[config.mk]
export PLATFORM = sky130hd
export DESIGN_NAME = wc_nibble_tx_flat
export DESIGN_NICKNAME = d
export VERILOG_FILES = /design/src/rtl/wc_pkg.sv /design/src/rtl/wc_nibble_tx_if.sv /design/src/rtl/wc_nibble_tx.sv /design/src/flat_wrapper.sv
export SDC_FILE = /design/constraint.sdc
export NUM_CORES = 1
export LEC_CHECK = 0
export BUFFER_PORTS_ARGS = -buffer_cell sky130_fd_sc_hd__buf_4
export CAP_MARGIN = 0
export CORE_UTILIZATION = 55
export CTS_CLUSTER_DIAMETER = 150
export CTS_CLUSTER_SIZE = 30
export DETAILED_ROUTE_END_ITERATION = 16
export HOLD_SLACK_MARGIN = 0.03
export PLACE_DENSITY = 0.81
export SLEW_MARGIN = 20
export SYNTH_ARGS = -nofsm -noshare
export SYNTH_HDL_FRONTEND = slang
export SYNTH_SLANG_ARGS = --single-unit
[constraint.sdc]
create_clock -name clk -period 3.5 [get_ports clk]
set_input_delay 1.05 -clock clk [delete_from_list [all_inputs] [get_ports clk]]
set_output_delay 1.05 -clock clk [all_outputs]
set_load 0.02 [all_outputs]
[src/rtl/wc_pkg.sv]
// Shared definitions for the wildcard nibble link.
package wc_pkg;
   localparam int NIBBLE_W = 4;

   typedef enum logic {WC_IDLE, WC_SEND} wc_tx_state_t;
endpackage

[src/rtl/wc_nibble_tx_if.sv]
// Word input port and nibble output port of the nibble transmitter.
interface wc_nibble_tx_if #(parameter int NIBBLES = 4);
   import wc_pkg::*;

   logic                         word_valid;
   logic                         word_ready;
   logic [NIBBLE_W*NIBBLES-1:0]  word_data;
   logic                         word_last;
   logic                         data_valid;
   logic                         data_ready;
   logic [NIBBLE_W-1:0]          data_out;
   logic                         data_last;
   logic                         busy;

   modport master (
      output word_valid, word_data, word_last, data_ready,
      input  word_ready, data_valid, data_out, data_last, busy
   );

   modport slave (
      input  word_valid, word_data, word_last, data_ready,
      output word_ready, data_valid, data_out, data_last, busy
   );
endinterface

[src/rtl/wc_nibble_tx.sv]
// Serializes valid/ready words into NIBBLES 4-bit beats, one per cycle, with
// back-to-back reload on the final beat; outputs come straight from registers.
module wc_nibble_tx
   import wc_pkg::*;
#(
   parameter int NIBBLES   = 4,
   parameter bit MSB_FIRST = 1'b0
) (
   input  logic          clk,
   input  logic          reset,
   wc_nibble_tx_if.slave bus
);
   localparam int W  = NIBBLE_W * NIBBLES;
   localparam int CW = (NIBBLES > 1) ? $clog2(NIBBLES) : 1;
   localparam logic [CW-1:0] CNT_LAST = CW'(NIBBLES - 1);

   wc_tx_state_t  state_q, state_d;
   logic [W-1:0]  shift_q, shift_d;
   logic [CW-1:0] cnt_q,   cnt_d;
   logic          last_q,  last_d;

   logic send, at_last, word_fire, nib_fire;

   assign send      = (state_q == WC_SEND);
   assign at_last   = (cnt_q == CNT_LAST);
   // word_valid deliberately stays out of word_ready to avoid a valid->ready loop.
   assign bus.word_ready = !send || (at_last && bus.data_ready);
   assign word_fire = bus.word_valid && bus.word_ready;
   assign nib_fire  = send && bus.data_ready;

   always_comb begin
      state_d = state_q;
      shift_d = shift_q;
      cnt_d   = cnt_q;
      last_d  = last_q;
      if (word_fire) begin
         state_d = WC_SEND;
         shift_d = bus.word_data;
         last_d  = bus.word_last;
         cnt_d   = '0;
      end else if (nib_fire) begin
         if (at_last) begin
            state_d = WC_IDLE;
         end else begin
            shift_d = MSB_FIRST ? (shift_q << NIBBLE_W) : (shift_q >> NIBBLE_W);
            cnt_d   = cnt_q + CW'(1);
         end
      end
   end

   always_ff @(posedge clk or negedge reset) begin
      if (!reset) begin
         state_q <= WC_IDLE;
         shift_q <= '0;
         cnt_q   <= '0;
         last_q  <= 1'b0;
      end else begin
         state_q <= state_d;
         shift_q <= shift_d;
         cnt_q   <= cnt_d;
         last_q  <= last_d;
      end
   end

   assign bus.data_valid = send;
   assign bus.busy       = send;
   assign bus.data_out   = MSB_FIRST ? shift_q[W-1 -: NIBBLE_W] : shift_q[NIBBLE_W-1:0];
   // Gated with send so a stale flag from a finished word never shows in IDLE.
   assign bus.data_last  = send && last_q && at_last;
endmodule
[src/flat_wrapper.sv]
// flat-port wrapper written by rule: the top's interface ports become plain ports
module wc_nibble_tx_flat import wc_pkg::*;
#(
   parameter int NIBBLES   = 4,
   parameter bit MSB_FIRST = 1'b0
)
  (clk, reset, bus_word_valid, bus_word_data, bus_word_last, bus_data_ready, bus_word_ready, bus_data_valid, bus_data_out, bus_data_last, bus_busy);
  wc_nibble_tx_if #(.NIBBLES(NIBBLES)) bus_i ();
  input  logic clk;
  input  logic reset;
  input wire logic [$bits(bus_i.word_valid)-1:0] bus_word_valid;
  input wire logic [$bits(bus_i.word_data)-1:0] bus_word_data;
  input wire logic [$bits(bus_i.word_last)-1:0] bus_word_last;
  input wire logic [$bits(bus_i.data_ready)-1:0] bus_data_ready;
  output wire logic [$bits(bus_i.word_ready)-1:0] bus_word_ready;
  output wire logic [$bits(bus_i.data_valid)-1:0] bus_data_valid;
  output wire logic [$bits(bus_i.data_out)-1:0] bus_data_out;
  output wire logic [$bits(bus_i.data_last)-1:0] bus_data_last;
  output wire logic [$bits(bus_i.busy)-1:0] bus_busy;
  assign bus_i.word_valid = bus_word_valid;
  assign bus_i.word_data = bus_word_data;
  assign bus_i.word_last = bus_word_last;
  assign bus_i.data_ready = bus_data_ready;
  assign bus_word_ready = bus_i.word_ready;
  assign bus_data_valid = bus_i.data_valid;
  assign bus_data_out = bus_i.data_out;
  assign bus_data_last = bus_i.data_last;
  assign bus_busy = bus_i.busy;
  wc_nibble_tx #(.NIBBLES(NIBBLES), .MSB_FIRST(MSB_FIRST)) u_core (.clk(clk), .reset(reset), .bus(bus_i));
endmodule
==> flow_metrics.env, run 1 <==
export IMPL_remaining_drc_errors=0
export IMPL_synth_top_area_share_pct=42.8
export IMPL_layout_min_cycle_time_ns=2.72
export IMPL_drv_cap=0
export IMPL_syn_mean_instance_area_um2=10.2
export IMPL_fin_skew_ns=0.00453
export IMPL_async_flop_share_pct=100
export IMPL_cts_hold_buf=0
export IMPL_p_comb_share_pct=42.2
export IMPL_end_kind="primary output"
export IMPL_seq_area_frac_synth_pct=42.8
export IMPL_final_antenna_net_count=0
export IMPL_hpwl_um=1540
export IMPL_cts_setup_buffers=0
export IMPL_diodes=0
export IMPL_globalplace_congestion=0.714
export IMPL_io_buffers=28
export IMPL_sw_frac_of_total_pct=36.3
export IMPL_top_level_ports=29
export IMPL_grt_use_met2_pct=37.6
export IMPL_tightest_slew_ns=0.784
export IMPL_fin_nets=157
export IMPL_wirelength_um=2380
export IMPL_syn_inst=115
export IMPL_setup_viol_count_final=0
export IMPL_r2r_start="u_core.bus.busy$_DFFE_PN0P_"
export IMPL_antenna_found_initial=0
export IMPL_cp_max_fo=24
export IMPL_cts_sinks=20
export IMPL_grt_first_pass_wirelength_um=3520
export IMPL_use_met3_pct=3.33
export IMPL_post_route_period_util_pct=77.6
export IMPL_wl_per_cell_um=14.8
export IMPL_nFillCells=174
export IMPL_cts_buffers=3
export IMPL_layout_common_cells="29 x buf_4, 20 x nor2_1, 20 x dfrtp_1"
export IMPL_layout_commonest_cell="buf_4"
export IMPL_first_pass_iters=5
export IMPL_synth_area_leaders="dfrtp_1 43%, a221o_1 10%, a22o_1 9.0%"
export IMPL_core_um2=1980
export IMPL_yosysTopAreaCell="dfrtp_1"
export IMPL_synth_top_family_by_area="compound AO/OA/AOI/OAI gates"
export IMPL_chipHeight_um=48.1
export IMPL_start_util_pct=59.0
export IMPL_worst_ep_required_time_ns=2.45
export IMPL_slew_headroom_pct=47.7
export IMPL_ir_drop_mv=0.403
export IMPL_p_per_area_nw_per_um2=685
export IMPL_grt_pass1_vias=803
export IMPL_drt_iter0_drc=23
export IMPL_finalHoldViolCount=0
export IMPL_yosys_warnings=0
export IMPL_worst_slack_ns=0.783
export IMPL_post_cts_resized=0
export IMPL_grt_max_degree=25
export IMPL_synth_edff_count=0
export IMPL_clk_latency_ns=0.30
export IMPL_hp_start="u_core.last_q$_DFFE_PN0P_"
export IMPL_clkTransAtPathRegs_ns=0.12
export IMPL_synth_compound_area_share_pct=28.9
export IMPL_synthAdderAreaFrac_pct=1.07
export IMPL_grt_overflow=0
export IMPL_crit_arrival_ns=1.67
export IMPL_cts_tree="built"
export IMPL_ys_types=26
export IMPL_status="completed"
export IMPL_seqPwrFrac_pct=43.0
export IMPL_report_final_slew_viol_count=0
export IMPL_r2r_end="u_core.shift_q[5]$_DFFE_PN0P_"
export IMPL_use_met1_pct=28.7
export IMPL_synth_xor_area_share_pct=0
export IMPL_areaGrowthSynthToFinish_pct=14.7
export IMPL_grt_usage_pct=22.4
export IMPL_hold_class="reg -> reg"
export IMPL_finalSetupTns_ns=0
export IMPL_vias=955
export IMPL_die_x_um=48.1
export IMPL_rows=16
export IMPL_hold_path_cell_count=1
export IMPL_cts_htree_levels=1
export IMPL_die_area_um2=2320
export IMPL_crit_type="reg -> out"
export IMPL_intPower_mw=0.585
export IMPL_max_freq_mhz=368
export IMPL_clockPowerShare_pct=14.9
export IMPL_crit_path_start_kind="register"
export IMPL_yosys_most_used_dff="dfrtp_1"
export IMPL_rsz0062_at_grt="false"
export IMPL_clockRootBuffer="clkbuf_4"
export IMPL_drive_above_1_share_pct=32.8
export IMPL_clockBufferDepth=2
export IMPL_gr_max_usage_layer="met2"
export IMPL_rrSetupSlack_ns=1.66
export IMPL_p_leak_nw=0.655
export IMPL_viasPerCell=5.93
export IMPL_ys_ff_latch=20
export IMPL_r2r_cells=4
export IMPL_dp_slack_ns=0.897
export IMPL_synth_mux_area_share_pct=1.82
export IMPL_netlist_area_um2=1170
export IMPL_switching_power_mw=0.334
export IMPL_min_to="u_core.last_q$_DFFE_PN0P_"
export IMPL_synth_simple_area_share_pct=14.5
export IMPL_syn_num_nets=137
power groups by stage:
stage	clock [mW]	sequential, mW	combinational, mW
after floorplan	0	0.371	0.334
after global placement	0	0.392	0.373
after detailed placement	0	0.399	0.387
after CTS	0.139	0.394	0.389
after global routing	0.145	0.408	0.419
final	0.137	0.394	0.387
kinds of logic after synthesis:
group / after synthesis
AOI/OAI and AO/OA: 37
DFF: 20
adders and majority gates: 1
muxes: 2
and+or+nand+nor: 38
buffers and inverters: 17
area by class of cell:
cell class | instances | area [um2] | share of cell area, %
Clock buffer | 4 | 36.3 | 2.71
Inverter | 3 | 11.3 | 0.840
Multi-Input combinational cell | 78 | 542 | 40.4
Sequential cell | 20 | 500 | 37.3
Tap cell | 27 | 33.8 | 2.52
Timing Repair Buffer | 29 | 218 | 16.2
cells in the mapped netlist, types with 2 or more instances:
cell and number:
a221o_1 12, a221oi_1 4, a22o_1 12, a22o_2 3, buf_4 6, buf_6 4
clkbuf_1 2, dfrtp_1 20, inv_1 2, nand2_1 12, nor2_1 20, o21ai_0 4
sequential cells by signal, summed over array words and instances, names as in the netlist:
signal / cells
u_core.shift_q: 16
u_core.cnt_q: 2
u_core.bus.busy: 1
u_core.last_q: 1
per-stage QoR:
stage	utilization, %	std cells	area (um2)	total power, mW	hold slack [ns]
2_1_floorplan	-	115	1170	0.706	0.473
3_3_place_gp	65.8	157	1310	0.765	0.497
3_5_place_dp	65.8	157	1310	0.786	0.507
4_1_cts	67.7	161	1340	0.923	0.534
5_1_grt	67.7	161	1340	0.971	0.563
6_report	67.7	161	1340	0.918	0.523
per-layer routing:
metal / routed length [um] / up-vias
met4: 12 / 0
met5: 0 / -
met3: 119 / 2
li1: - / 460
met1: 1080 / 465
met2: 1160 / 28
worst max path at each step:
stage                                startpoint        endpoint  slack, ns  cells after the start
floorplan                        bus_data_ready  bus_word_ready       0.82                      4
global placement                 bus_data_ready  bus_word_ready       0.90                      4
detailed placement               bus_data_ready  bus_word_ready       0.90                      4
CTS                 u_core.bus.busy$_DFFE_PN0P_  bus_word_ready       0.78                      3
global route        u_core.bus.busy$_DFFE_PN0P_  bus_word_ready       0.70                      3
finish              u_core.bus.busy$_DFFE_PN0P_  bus_word_ready       0.78                      3
worst max-delay path, stage by stage (launching register included):
cell and delay (ns):
dfrtp_1 0.87, a21boi_4 0.29, inv_1 0.05, buf_4 0.15
Note: power is estimated with default switching activity, not from simulation.
==> run 2: changes to the inputs <==
--- a/config.mk
+++ b/config.mk
@@ -7,12 +7,12 @@
 export LEC_CHECK = 0
 export BUFFER_PORTS_ARGS = -buffer_cell sky130_fd_sc_hd__buf_4
 export CAP_MARGIN = 0
-export CORE_UTILIZATION = 55
+export CORE_UTILIZATION = 52
 export CTS_CLUSTER_DIAMETER = 150
 export CTS_CLUSTER_SIZE = 30
 export DETAILED_ROUTE_END_ITERATION = 16
 export HOLD_SLACK_MARGIN = 0.03
-export PLACE_DENSITY = 0.81
+export PLACE_DENSITY = 0.77
 export SLEW_MARGIN = 20
 export SYNTH_ARGS = -nofsm -noshare
 export SYNTH_HDL_FRONTEND = slang
==> constraint.sdc (replaced) <==
create_clock -name clk -period 2.6 [get_ports clk]
set_input_delay 0.78 -clock clk [delete_from_list [all_inputs] [get_ports clk]]
set_output_delay 0.78 -clock clk [all_outputs]
set_load 0.02 [all_outputs]
==> run 2 against run 1 <==
  * Cell count rose by 0.62%
  * Via count rose by 4.8%
  * Final area rose by 0.56%
  * Hold slack got worse by 0.19 ns
  * Critical path depth rose by 1
  * Clock power rose by 33%
  * Global-route usage rose by 1.5 points
  * Count of clock-buffer cells in the layout did not move
  * Die area rose by 5.5%
  * Clock skew barely moved
  * Worst setup slack got worse by 0.37 ns
  * Critical endpoint unchanged
==> flow_metrics.env, run 2 (synthesis results as in run 1) <==
export IMPL_crit_path_start_kind="register"
export IMPL_layout_common_cells="30 x buf_4, 20 x nor2_1, 20 x dfrtp_1"
export IMPL_max_freq_mhz=458
export IMPL_grt_first_pass_wirelength_um=4330
export IMPL_drive_above_1_share_pct=33.3
export IMPL_clkTransAtPathRegs_ns=0.11
export IMPL_fin_skew_ns=0.00479
export IMPL_first_pass_iters=5
export IMPL_post_route_period_util_pct=84.0
export IMPL_rsz0062_at_grt="false"
export IMPL_report_final_slew_viol_count=0
export IMPL_fin_cells=162
export IMPL_clockBufferDepth=2
export IMPL_crit_start="u_core.cnt_q[0]$_DFFE_PN0P_"
export IMPL_wirelength_um=2610
export IMPL_remaining_drc_errors=0
export IMPL_crit_type="reg -> out"
export IMPL_globalplace_congestion=0.776
export IMPL_dp_slack_ns=0.533
export IMPL_end_kind="primary output"
export IMPL_finalHoldViolCount=0
export IMPL_cts_htree_levels=1
export IMPL_cts_setup_buffers=0
export IMPL_fin_worst_hold_slack_ns=0.331
export IMPL_cts_hold_buf=0
export IMPL_tightest_slew_ns=0.698
export IMPL_finalSetupTns_ns=0
export IMPL_rows=16
export IMPL_cp_max_fo=5
export IMPL_diodes=0
export IMPL_cts_tree="built"
export IMPL_p_leak_nw=0.659
export IMPL_drt_iter0_drc=28
export IMPL_grt_usage_pct=23.8
export IMPL_crit_arrival_ns=1.40
export IMPL_drv_cap=0
export IMPL_cts_sinks=20
export IMPL_antenna_found_initial=0
export IMPL_grt_pass1_vias=996
export IMPL_top_register="u_core.shift_q"
export IMPL_clockRootBuffer="clkbuf_4"
export IMPL_clk_latency_ns=0.30
export IMPL_wl_per_cell_um=16.1
export IMPL_layout_min_cycle_time_ns=2.18
export IMPL_largest_reg_flops=16
export IMPL_start_util_pct=57.3
export IMPL_chipHeight_um=49.4
export IMPL_areaGrowthSynthToFinish_pct=15.3
export IMPL_post_cts_resized=0
export IMPL_die_area_um2=2440
export IMPL_setup_viol_count_final=0
export IMPL_core_um2=2040
export IMPL_p_per_area_nw_per_um2=924
export IMPL_vias=1001
export IMPL_status="completed"
export IMPL_die_x_um=49.4
export IMPL_fin_nets=158
export IMPL_layout_commonest_cell="buf_4"
export IMPL_reg_top3="u_core.shift_q: 16 flops, u_core.cnt_q: 2 flops"
export IMPL_viasPerCell=6.18
export IMPL_hold_class="in -> async"
export IMPL_final_antenna_net_count=0
export IMPL_top_level_ports=29
export IMPL_place_inst=158
export IMPL_grt_max_degree=24
export IMPL_worst_slack_ns=0.417
export IMPL_slew_headroom_pct=53.5
export IMPL_io_buffers=28
export IMPL_worst_ep_required_time_ns=1.82
export IMPL_grt_overflow=0
export IMPL_hpwl_um=1710
export IMPL_r2r_start="u_core.cnt_q[0]$_DFFE_PN0P_"
export IMPL_cts_buffers=3
export IMPL_ir_drop_mv=0.748
run 2: changes by cell type in the layout (fill, tap and decap cells not counted):
| cell | change |
|---|---|
| buf_4 | +1 |
run 2: where the power goes:
part           internal, mW  switching (mW)  leakage, nW
combinational         0.282           0.264        0.385
clock                0.0855          0.0967       0.0210
sequential            0.423          0.0954        0.253
total                 0.790           0.456        0.659
run 2: area by class of cell:
type | count | area (um2)
Fill cell | 179 | 693
Multi-Input combinational cell | 78 | 542
Sequential cell | 20 | 500
Timing Repair Buffer | 30 | 225
Clock buffer | 4 | 36.3
Tap cell | 27 | 33.8
Inverter | 3 | 11.3
run 2: per-stage QoR:
step | util [%] | cell area (um2) | power (mW)
after floorplan | - | 1170 | 0.950
after global placement | 64.3 | 1310 | 1.04
after detailed placement | 64.3 | 1310 | 1.07
after CTS | 66.1 | 1350 | 1.25
after global routing | 66.1 | 1350 | 1.32
final | 66.1 | 1350 | 1.25
run 2: critical path, stage by stage (launching register included):
cell and delay [ns]:
dfrtp_1 0.43, ha_1 0.32, a21boi_4 0.16, inv_1 0.05, buf_4 0.15
run 2: worst paths after layout:
kind                                                       to  slack, ns  cells after the start
min in group clk                    u_core.last_q$_DFFE_PN0P_       0.52                      1
worst max register to register  u_core.shift_q[4]$_DFFE_PN0P_       0.87                      4
worst max-delay path                           bus_word_ready       0.42                      4
worst min-delay path            u_core.shift_q[7]$_DFFE_PN0P_       0.33                      1
worst min register to register      u_core.last_q$_DFFE_PN0P_       0.52                      1
max in group asynchronous           u_core.last_q$_DFFE_PN0P_       2.06                      1
run 2: layer usage:
layer | up-vias | track usage (%) | routed length, um
li1 | 457 | - | -
met1 | 506 | 27.2 | 1090
met2 | 32 | 40.4 | 1350
met3 | 6 | 6.85 | 125
met4 | 0 | 11.9 | 47
met5 | - | 0 | 0
==> run 3: changes to the inputs <==
--- a/config.mk
+++ b/config.mk
@@ -7,12 +7,12 @@
 export LEC_CHECK = 0
 export BUFFER_PORTS_ARGS = -buffer_cell sky130_fd_sc_hd__buf_4
 export CAP_MARGIN = 0
-export CORE_UTILIZATION = 52
+export CORE_UTILIZATION = 47
 export CTS_CLUSTER_DIAMETER = 150
 export CTS_CLUSTER_SIZE = 30
 export DETAILED_ROUTE_END_ITERATION = 16
 export HOLD_SLACK_MARGIN = 0.03
-export PLACE_DENSITY = 0.77
+export PLACE_DENSITY = 0.74
 export SLEW_MARGIN = 20
 export SYNTH_ARGS = -nofsm -noshare
 export SYNTH_HDL_FRONTEND = slang
==> constraint.sdc (replaced) <==
create_clock -name clk -period 1.9 [get_ports clk]
set_input_delay 0.57 -clock clk [delete_from_list [all_inputs] [get_ports clk]]
set_output_delay 0.57 -clock clk [all_outputs]
set_load 0.02 [all_outputs]
==> run 3 against run 2 <==
  * Final area is 2.7% higher
  * Sequential power rose by 37%
  * Worst setup slack got worse by 0.34 ns
  * Count of clock-buffer cells in the layout unchanged
  * Non-clock buffer count is 3 higher
  * Clock power increased by 35%
  * Critical endpoint is now bus_data_valid
  * Hold slack worse by 0.20 ns
  * Register-to-register slack worse by 0.54 ns
==> flow_metrics.env, run 3 (synthesis results as in run 1) <==
export IMPL_status="completed"
export IMPL_start_util_pct=51.4
export IMPL_finalPower_mw=1.75
export IMPL_endpoint="bus_data_valid"
export IMPL_drt_iter0_drc=31
export IMPL_layout_common_cells="33 x buf_4, 20 x nor2_1, 20 x dfrtp_1"
export IMPL_ir_drop_mv=0.804
export IMPL_rrSetupSlack_ns=0.33
export IMPL_reg_top3="u_core.shift_q: 16 flops, u_core.cnt_q: 2 flops"
export IMPL_drv_cap=0
export IMPL_first_pass_iters=4
export IMPL_worst_slack_ns=0.0749
export IMPL_p_per_area_nw_per_um2=1270
export IMPL_wl_per_cell_um=15.3
export IMPL_fin_cells=166
export IMPL_report_final_slew_viol_count=0
export IMPL_final_antenna_net_count=0
export IMPL_wirelength_um=2540
export IMPL_rows=17
export IMPL_max_freq_mhz=548
export IMPL_drive_above_1_share_pct=35.5
export IMPL_hpwl_um=1650
export IMPL_cts_sinks=20
export IMPL_r2r_start="u_core.cnt_q[1]$_DFFE_PN0P_"
export IMPL_tightest_slew_ns=0.324
export IMPL_top_level_ports=29
export IMPL_end_kind="primary output"
export IMPL_viasPerCell=5.84
export IMPL_cp_max_fo=19
export IMPL_post_route_period_util_pct=96.1
export IMPL_r2r_end="u_core.shift_q[2]$_DFFE_PN0P_"
export IMPL_layout_commonest_cell="buf_4"
export IMPL_vias=970
export IMPL_crit_start="u_core.bus.busy$_DFFE_PN0P_"
export IMPL_grt_max_degree=24
export IMPL_diodes=0
export IMPL_worst_ep_required_time_ns=1.33
export IMPL_grt_usage_pct=21.2
export IMPL_grt_overflow=0
export IMPL_largest_reg_flops=16
export IMPL_clk_latency_ns=0.30
export IMPL_r2r_cells=6
export IMPL_remaining_drc_errors=0
export IMPL_io_buffers=28
export IMPL_clockBufferDepth=2
export IMPL_crit_path_start_kind="register"
export IMPL_chipHeight_um=51.9
export IMPL_die_area_um2=2690
export IMPL_grt_first_pass_wirelength_um=4180
export IMPL_slew_headroom_pct=78.3
export IMPL_fin_util_pct=60.9
export IMPL_cts_hold_buf=0
export IMPL_globalplace_congestion=0.759
export IMPL_finalHoldViolCount=0
export IMPL_setup_viol_count_final=0
export IMPL_clkTransAtPathRegs_ns=0.11
export IMPL_clockRootBuffer="clkbuf_4"
export IMPL_fin_worst_hold_slack_ns=0.130
export IMPL_crit_arrival_ns=1.26
export IMPL_crit_type="reg -> out"
export IMPL_p_leak_nw=0.674
export IMPL_areaGrowthSynthToFinish_pct=18.4
export IMPL_fin_skew_ns=0.00501
export IMPL_cts_tree="built"
export IMPL_layout_min_cycle_time_ns=1.83
export IMPL_cts_htree_levels=1
export IMPL_place_inst=160
export IMPL_antenna_found_initial=0
export IMPL_die_x_um=51.9
export IMPL_nFillCells=204
export IMPL_top_register="u_core.shift_q"
export IMPL_dp_slack_ns=0.258
export IMPL_hold_class="in -> async"
export IMPL_fin_nets=161
export IMPL_grt_pass1_vias=901
export IMPL_cts_buffers=3
export IMPL_core_um2=2280
## run 3: final cells by class
class / instances / area (um2) / area share (%)
Inverter: 3 / 11.3 / 0.813
Clock buffer: 4 / 36.3 / 2.62
Sequential cell: 20 / 500 / 36.1
Timing Repair Buffer: 33 / 248 / 17.9
Tap cell: 28 / 35.0 / 2.53
Multi-Input combinational cell: 78 / 554 / 40.0
## run 3: what timing repair did
| action | in CTS | in global routing |
|---|---|---|
| gates resized for setup | 1 | 1 |
| pin swaps | 0 | 1 |
| setup buffers | 1 | 1 |
| cloned | 0 | 0 |
| setup endpoints to repair | 2 | 2 |
| hold endpoints to repair | 0 | 0 |
## run 3: critical path, cell delays in order, from the launching register on
cell     delay (ns)
dfrtp_1        0.48
buf_4          0.29
buf_4          0.18
## run 3: power by group
group / switching [mW] / leakage [nW] / internal, mW / total [mW]
clock network: 0.129 / 0.0210 / 0.117 / 0.246
registers: 0.131 / 0.253 / 0.579 / 0.710
logic: 0.366 / 0.400 / 0.431 / 0.797
## run 3: worst min-delay path by stage
stage	end	cells after the start
final	u_core.shift_q[1]$_DFFE_PN0P_	1
after global routing	u_core.shift_q[3]$_DFFE_PN0P_	1
after CTS	u_core.shift_q[1]$_DFFE_PN0P_	1
after detailed placement	u_core.shift_q[2]$_DFFE_PN0P_	1
after global placement	u_core.shift_q[3]$_DFFE_PN0P_	1
after floorplan	u_core.bus.busy$_DFFE_PN0P_	0
## run 3: metrics by stage
stage / setup TNS (ns) / area (um2)
final: 0 / 1390
after global routing: -0.000945 / 1390
after CTS: 0 / 1370
after detailed placement: 0 / 1320
after global placement: 0 / 1320
after floorplan: 0 / 1170
## run 3: metal layers
| layer | vias to the layer above | wire length [um] | global-route usage [%] |
|---|---|---|---|
| met3 | 6 | 121 | 2.92 |
| met1 | 463 | 1200 | 29.6 |
| met5 | - | 0 | 0 |
| met4 | 0 | 58 | 10.8 |
| met2 | 33 | 1160 | 31.6 |
| li1 | 468 | - | - |
